**config.mk**
```make
export PLATFORM = sky130hd
export DESIGN_NAME = permutation_ctrl_flat
export DESIGN_NICKNAME = d
export VERILOG_FILES = /design/src/rtl/ascon_pkg.sv /design/src/rtl/permutation_ctrl_if.sv /design/src/rtl/ascon_round.sv /design/src/rtl/permutation_ctrl.sv /design/src/flat_wrapper.sv
export SDC_FILE = /design/constraint.sdc
export NUM_CORES = 2
export LEC_CHECK = 0
export ABC_AREA = 1
export ABC_CLOCK_PERIOD_IN_PS = 4300
export CAP_MARGIN = 10
export CORE_AREA = 10 10 331 333
export DETAILED_ROUTE_END_ITERATION = 16
export DIE_AREA = 0 0 341 343
export HOLD_SLACK_MARGIN = 0.08
export MAX_ROUTING_LAYER = met4
export SETUP_SLACK_MARGIN = 0.3
export SYNTH_ARGS = -nofsm -noshare
export SYNTH_HDL_FRONTEND = slang
export SYNTH_SLANG_ARGS = --single-unit
```
**constraint.sdc**
```tcl
create_clock -name i_clk -period 4.3 [get_ports i_clk]
set_clock_uncertainty 0.05 [all_clocks]
set_input_delay 0.86 -clock i_clk [delete_from_list [all_inputs] [get_ports i_clk]]
set_output_delay 0.86 -clock i_clk [all_outputs]
set_load 0.01 [all_outputs]
```
**src/rtl/ascon_pkg.sv**
```systemverilog
// Shared ASCON types and constants for the permutation engine and its round datapath.
package ascon_pkg;

    localparam int NB_ROUNDS_MAX = 12;

    // Word 0 is x0 ... word 4 is x4.
    typedef logic [4:0][63:0] t_state_array;

    typedef enum logic [1:0] {
        IDLE,
        RUN,
        DONE
    } t_perm_fsm;

    // Index 0 is the first constant of p12; p^N starts at NB_ROUNDS_MAX - N.
    localparam logic [0:NB_ROUNDS_MAX-1][7:0] ROUND_CONSTANTS = {
        8'hF0, 8'hE1, 8'hD2, 8'hC3, 8'hB4, 8'hA5,
        8'h96, 8'h87, 8'h78, 8'h69, 8'h5A, 8'h4B
    };

    function automatic logic [63:0] ror64(input logic [63:0] x, input int unsigned n);
        return (x >> n) | (x << (64 - n));
    endfunction

endpackage

```
**src/rtl/permutation_ctrl_if.sv**
```systemverilog
// Request/response bundle between the mode FSM (master) and permutation_ctrl (slave).
interface permutation_ctrl_if;
    import ascon_pkg::*;

    logic         i_start;
    logic [3:0]   i_num_rounds;
    t_state_array i_state;
    logic         o_ready;
    logic         o_valid;
    t_state_array o_state;

    modport master (
        output i_start, i_num_rounds, i_state,
        input  o_ready, o_valid, o_state
    );

    modport slave (
        input  i_start, i_num_rounds, i_state,
        output o_ready, o_valid, o_state
    );

endinterface

```
**src/rtl/ascon_round.sv**
```systemverilog
// One combinational ASCON round: constant addition, bit-sliced S-box, linear diffusion.
module ascon_round
    import ascon_pkg::*;
(
    input  logic [3:0]   i_round,
    input  t_state_array i_state,
    output t_state_array o_state
);

    t_state_array c_state;
    t_state_array s_state;
    logic [63:0]  x0, x1, x2, x3, x4;
    logic [63:0]  t0, t1, t2, t3, t4;
    logic [63:0]  y0, y1, y2, y3, y4;

    always_comb begin
        c_state    = i_state;
        c_state[2] = i_state[2] ^ {56'h0, ROUND_CONSTANTS[i_round]};
    end

    // S-box applied on all 64 five-bit columns at once.
    always_comb begin
        x0 = c_state[0] ^ c_state[4];
        x1 = c_state[1];
        x2 = c_state[2] ^ c_state[1];
        x3 = c_state[3];
        x4 = c_state[4] ^ c_state[3];
        t0 = ~x0 & x1;
        t1 = ~x1 & x2;
        t2 = ~x2 & x3;
        t3 = ~x3 & x4;
        t4 = ~x4 & x0;
        y0 = x0 ^ t1;
        y1 = x1 ^ t2;
        y2 = x2 ^ t3;
        y3 = x3 ^ t4;
        y4 = x4 ^ t0;
        s_state[0] = y0 ^ y4;
        s_state[1] = y1 ^ y0;
        s_state[2] = ~y2;
        s_state[3] = y3 ^ y2;
        s_state[4] = y4;
    end

    always_comb begin
        o_state[0] = s_state[0] ^ ror64(s_state[0], 19) ^ ror64(s_state[0], 28);
        o_state[1] = s_state[1] ^ ror64(s_state[1], 61) ^ ror64(s_state[1], 39);
        o_state[2] = s_state[2] ^ ror64(s_state[2],  1) ^ ror64(s_state[2],  6);
        o_state[3] = s_state[3] ^ ror64(s_state[3], 10) ^ ror64(s_state[3], 17);
        o_state[4] = s_state[4] ^ ror64(s_state[4],  7) ^ ror64(s_state[4], 41);
    end

endmodule

```
**src/rtl/permutation_ctrl.sv**
```systemverilog
// Iterative ASCON p^N engine (N = 1..12). Define PERM_UNROLL2_EN to apply two rounds per cycle.
module permutation_ctrl
    import ascon_pkg::*;
(
    input  logic               i_clk,
    input  logic               i_rst,
    permutation_ctrl_if.slave  bus
);

    localparam logic [3:0] LAST_ROUND = 4'(NB_ROUNDS_MAX - 1);

    t_perm_fsm    fsm_q, fsm_d;
    t_state_array state_q, state_d;
    logic [3:0]   round_q, round_d;
    t_state_array rnd0_out;
    logic         start_ok;

    ascon_round u_round0 (
        .i_round (round_q),
        .i_state (state_q),
        .o_state (rnd0_out)
    );

`ifdef PERM_UNROLL2_EN
    logic [3:0]   round1;
    t_state_array rnd1_out;

    // Held at the last index when only one round is left; its output is unused then.
    assign round1 = (round_q >= LAST_ROUND) ? LAST_ROUND : round_q + 4'd1;

    ascon_round u_round1 (
        .i_round (round1),
        .i_state (rnd0_out),
        .o_state (rnd1_out)
    );
`endif

    assign start_ok = bus.i_start && (bus.i_num_rounds != 4'd0)
                    && (bus.i_num_rounds <= 4'(NB_ROUNDS_MAX));

    always_comb begin
        fsm_d   = fsm_q;
        state_d = state_q;
        round_d = round_q;
        case (fsm_q)
            IDLE: begin
                if (start_ok) begin
                    state_d = bus.i_state;
                    round_d = 4'(NB_ROUNDS_MAX) - bus.i_num_rounds;
                    fsm_d   = RUN;
                end
            end
            RUN: begin
`ifdef PERM_UNROLL2_EN
                if (round_q >= LAST_ROUND) begin
                    state_d = rnd0_out;
                    fsm_d   = DONE;
                end else begin
                    state_d = rnd1_out;
                    round_d = (round1 == LAST_ROUND) ? LAST_ROUND : round_q + 4'd2;
                    if (round1 == LAST_ROUND) fsm_d = DONE;
                end
`else
                state_d = rnd0_out;
                if (round_q >= LAST_ROUND) begin
                    fsm_d = DONE;
                end else begin
                    round_d = round_q + 4'd1;
                end
`endif
            end
            DONE:    fsm_d = IDLE;
            default: fsm_d = IDLE;
        endcase
    end

    always_ff @(posedge i_clk) begin
        if (i_rst) begin
            fsm_q   <= IDLE;
            state_q <= '0;
            round_q <= 4'd0;
        end else begin
            fsm_q   <= fsm_d;
            state_q <= state_d;
            round_q <= round_d;
        end
    end

    assign bus.o_ready = (fsm_q == IDLE);
    assign bus.o_valid = (fsm_q == DONE);
    assign bus.o_state = state_q;

endmodule

```
**src/flat_wrapper.sv**
```systemverilog
// flat-port wrapper written by rule: the top's interface ports become plain ports
module permutation_ctrl_flat import ascon_pkg::*;
  (i_clk, i_rst, bus_i_start, bus_i_num_rounds, bus_i_state, bus_o_ready, bus_o_valid, bus_o_state);
  permutation_ctrl_if bus_i ();
  input  logic i_clk;
  input  logic i_rst;
  input wire logic [$bits(bus_i.i_start)-1:0] bus_i_start;
  input wire logic [$bits(bus_i.i_num_rounds)-1:0] bus_i_num_rounds;
  input wire logic [$bits(bus_i.i_state)-1:0] bus_i_state;
  output wire logic [$bits(bus_i.o_ready)-1:0] bus_o_ready;
  output wire logic [$bits(bus_i.o_valid)-1:0] bus_o_valid;
  output wire logic [$bits(bus_i.o_state)-1:0] bus_o_state;
  assign bus_i.i_start = bus_i_start;
  assign bus_i.i_num_rounds = bus_i_num_rounds;
  assign bus_i.i_state = bus_i_state;
  assign bus_o_ready = bus_i.o_ready;
  assign bus_o_valid = bus_i.o_valid;
  assign bus_o_state = bus_i.o_state;
  permutation_ctrl u_core (.i_clk(i_clk), .i_rst(i_rst), .bus(bus_i));
endmodule
```
==> out/summary.txt <==
=======================================================================================
Status ................................................................... finished with violations
Violated checks .......................................................... capacitance limit
Initial antenna violation count ..........................................           11
Cell at the root of the clock tree ....................................... sky130_fd_sc_hd__clkbuf_16
Maximum buffer depth of the clock tree ...................................            3
Share of layout cells above drive strength 1 .............................        7.36%
Worst endpoint required time .............................................      4.77 ns
Number of violations reported at the end of detailed-routing iteration 0 .         7331
Post-Place Cell Area .....................................................    44300 µm²
Die width ................................................................       341 µm
WL final .................................................................    262000 µm
Cell taking the most area after synthesis ................................ sky130_fd_sc_hd__nand2_1
Maximum Capacitance Violations ...........................................            1
Final number of hold-violating endpoints .................................            0
Synthesized flop and latch total .........................................          326
Cell leakage power .......................................................      22.1 nW
Achievable clock frequency ...............................................    0.283 GHz
Final non-filler cell area ...............................................    45900 µm²
Peak VDD IR ..............................................................     0.336 mV
DRT antenna net count ....................................................            0
Global-route wire length before repair ...................................    343000 µm
Data arrival time of the critical path ...................................      4.01 ns
TritonCTS Buffers ........................................................           45
Total congestion overflow ................................................            0
RePlAce Congestion .......................................................         1.13
Count of mapped cells out of synthesis ...................................         6313
Number of I/O pins .......................................................          649
Area occupied by registers ...............................................     6530 µm²
Post-route minimum period ................................................      3.54 ns
Tightest slew margin relative to the limit ...............................        1.23%
Worst path cell trace .................................................... inv_1, ha_1, xnor2_1, buf_4, xnor2_1, inv_1, nand2_1, nand2_1, nand2_1, nand3_1, nand2_1, a21oi_1
Wire per inst ............................................................      31.3 µm
Post-Synthesis Mean Instance Area ........................................     5.65 µm²
Max incr delay on CP .....................................................      1.03 ns
Pre-antenna DRT Iters ....................................................            9
Type of element capturing the critical path ..............................    flip-flop
Max-slew violations ......................................................            0
Count of port buffers added during placement .............................          648
DIE HEIGHT ...............................................................       343 µm
Cell types occupying the most area after synthesis ....................... sky130_fd_sc_hd__nand2_1 31%, sky130_fd_sc_hd__dfxtp_1 18%, sky130_fd_sc_hd__nand3_1 10%
Ratio of total power to cell area ........................................   675 nW/µm²
Detailed placer's ending HPWL ............................................    222000 µm
Area of the multi-input gates ............................................    26300 µm²
Maximum fanout encountered on the critical timing path ...................            4
Sum Neg Setup Slack ......................................................         0 ns
Post-CTS setup repair buffer count .......................................            0
Path type of the worst min-delay path ....................................      reg2reg
Most frequent cell on the critical path .................................. sky130_fd_sc_hd__nand2_1
Sink count of the clock tree .............................................          326
Instance count after placement with tap cells included ...................         8280
Post-cts resize count ....................................................            0
Clock tree from TritonCTS ................................................        built
Final nets ...............................................................         7404
Area of the core region ..................................................   103000 µm²
Floorplan row count ......................................................          118
Post-synth top area share ................................................        31.5%
Vias in the first global route ...........................................        40.9k
Count of hold buffers inserted by post-cts repair ........................            0
Synth-to-layout area growth ..............................................        28.6%
Fillers ..................................................................        11.0k
Setup repair after global routing missed its margin ......................        false
Post-route total power ...................................................     0.0310 W
Share of the yosys chip area belonging to registers ......................        18.3%
Finish-stage setup viols .................................................            0
Critical-path cell with the highest stage delay .......................... sky130_fd_sc_hd__xnor2_1
Vias per std cell ........................................................         5.69
Global-route total usage across every layer ..............................        43.5%
Syn nets .................................................................         6770
Synthesized cell area ....................................................    35700 µm²
Worst Tran Pin Value .....................................................      1.47 ns
Final non-filler cell total ..............................................         8367
Deepest level of the CTS H-tree ..........................................            2
Maximum number of pins on one net before global-route repair .............           96
Total die area ...........................................................   117000 µm²
Setup crit start kind ....................................................    flip-flop
Most common library cell in the layout ignoring fill and taps ............ sky130_fd_sc_hd__nand2_1
Number of design rule violations left after detail routing ...............            0
Worst skew pair latency ..................................................      0.67 ns
Overall via count from detail_route ......................................        47.6k
Commonest cells after routing, fill and taps aside ....................... 2992 x sky130_fd_sc_hd__nand2_1, 743 x sky130_fd_sc_hd__nand3_1, 647 x sky130_fd_sc_hd__clkdlybuf4s50_1
Number of warnings reported in the yosys synthesis log ...................            0
Part of the cycle the worst path needs ...................................        82.2%
Cell variety after synth .................................................           39
Effective utilization at floorplan .......................................        34.7%
Class of the most critical setup path ....................................      reg2reg
Clock transition at path regs ............................................      0.06 ns
=======================================================================================
cell type report:
class / instances / share of cell area [%]
multi-input combinational: 5238 / 57.2
timing repair buffer: 765 / 16.6
sequential: 326 / 14.2
inverter: 571 / 4.71
tap: 1380 / 3.76
clock buffer: 53 / 2.65
clock inverter: 29 / 0.845
antenna: 5 / 0.0273
synthesized netlist by cell type:
library cell / count
sky130_fd_sc_hd__a211oi_1: 2
sky130_fd_sc_hd__nand2_4: 27
sky130_fd_sc_hd__buf_2: 93
sky130_fd_sc_hd__o221ai_1: 13
sky130_fd_sc_hd__a21oi_2: 13
sky130_fd_sc_hd__xnor2_1: 88
sky130_fd_sc_hd__xor2_4: 2
sky130_fd_sc_hd__nand2_2: 67
sky130_fd_sc_hd__or2_2: 1
sky130_fd_sc_hd__buf_4: 4
sky130_fd_sc_hd__dfxtp_1: 326
sky130_fd_sc_hd__a21oi_1: 310
sky130_fd_sc_hd__clkinv_1: 2
sky130_fd_sc_hd__xor2_2: 43
sky130_fd_sc_hd__nand4_1: 113
sky130_fd_sc_hd__o21ai_0: 140
sky130_fd_sc_hd__xnor2_4: 12
sky130_fd_sc_hd__nand3_2: 5
sky130_fd_sc_hd__xor2_1: 135
sky130_fd_sc_hd__a31oi_1: 11
sky130_fd_sc_hd__inv_2: 75
sky130_fd_sc_hd__a21boi_2: 11
sky130_fd_sc_hd__a311oi_1: 2
sky130_fd_sc_hd__nand3b_1: 18
sky130_fd_sc_hd__nor2_1: 225
sky130_fd_sc_hd__o211ai_1: 55
sky130_fd_sc_hd__inv_1: 494
sky130_fd_sc_hd__o21ai_1: 13
sky130_fd_sc_hd__buf_1: 16
sky130_fd_sc_hd__nand2_1: 2993
sky130_fd_sc_hd__nor3_1: 7
sky130_fd_sc_hd__a31o_1: 2
sky130_fd_sc_hd__nand3_1: 743
sky130_fd_sc_hd__o21ai_2: 6
sky130_fd_sc_hd__ha_1: 130
sky130_fd_sc_hd__clkbuf_1: 65
sky130_fd_sc_hd__xnor2_2: 35
sky130_fd_sc_hd__o21bai_1: 1
sky130_fd_sc_hd__a21boi_4: 15
through the flow:
step | util, % | setup WS (ns) | hold slack (ns)
3_5_place_dp | 43.0 | 0.782 | 0.434
2_1_floorplan | - | 2.08 | 0.450
3_3_place_gp | 43.0 | 0.829 | 0.425
4_1_cts | 44.6 | 1.00 | 0.448
6_report | 44.6 | 0.764 | 0.449
5_1_grt | 44.6 | 0.816 | 0.471
final timing paths:
path                            cells past startpoint  slack [ns]                                 start                              endpoint
worst max-delay path                               12        0.76  u_core.bus.o_state[238]$_SDFFE_PP0P_  u_core.bus.o_state[238]$_SDFFE_PP0P_
worst min-delay path                                2        0.45  u_core.bus.o_state[128]$_SDFFE_PP0P_  u_core.bus.o_state[128]$_SDFFE_PP0P_
worst max register to register                     12        0.76  u_core.bus.o_state[238]$_SDFFE_PP0P_  u_core.bus.o_state[238]$_SDFFE_PP0P_
worst min register to register                      2        0.45  u_core.bus.o_state[128]$_SDFFE_PP0P_  u_core.bus.o_state[128]$_SDFFE_PP0P_
metal layers:
metal / global-route usage, % / wire (µm) / vias to the layer above
li1: - / - / 21430
met1: 54.3 / 102000 / 22443
met2: 60.6 / 105000 / 3133
met3: 10.2 / 30700 / 585
met4: 32.0 / 23700 / 0
met5: - / 0 / -
worst max-delay path, delay by kind of cell (launching register included):
| family | cells | cell delay, ns |
|---|---|---|
| xor+xnor | 2 | 1.15 |
| simple gates | 5 | 0.67 |
| flops | 1 | 0.64 |
| buf+inv | 3 | 0.57 |
| fa+ha+maj | 1 | 0.23 |
| compound gates | 1 | 0.07 |
registers in the layout, summed over array words and instances, names as in the netlist:
signal	count
u_core.bus.o_state	320
u_core.fsm_q	2
u_core.round_q	4
logic make-up (layout without fill, tap and decap cells):
group | after synthesis | count (layout) | synth area share (%)
AOI/OAI and AO/OA | 594 | 594 | 9.92
xor gates and xnor gates | 315 | 315 | 10.1
adders and majority gates | 130 | 130 | 4.56
buffers and inverters | 749 | 1418 | 8.24
DFF | 326 | 326 | 18.3
other | 0 | 5 | 0
and+or+nand+nor | 4199 | 4199 | 48.9
power by group:
group          internal, W  leakage (nW)  switching (W)
Sequential         0.00347          2.69       0.000989
Clock              0.00251         0.768        0.00182
Combinational      0.00615          18.7         0.0161
Note: power is estimated with default switching activity, not from simulation.
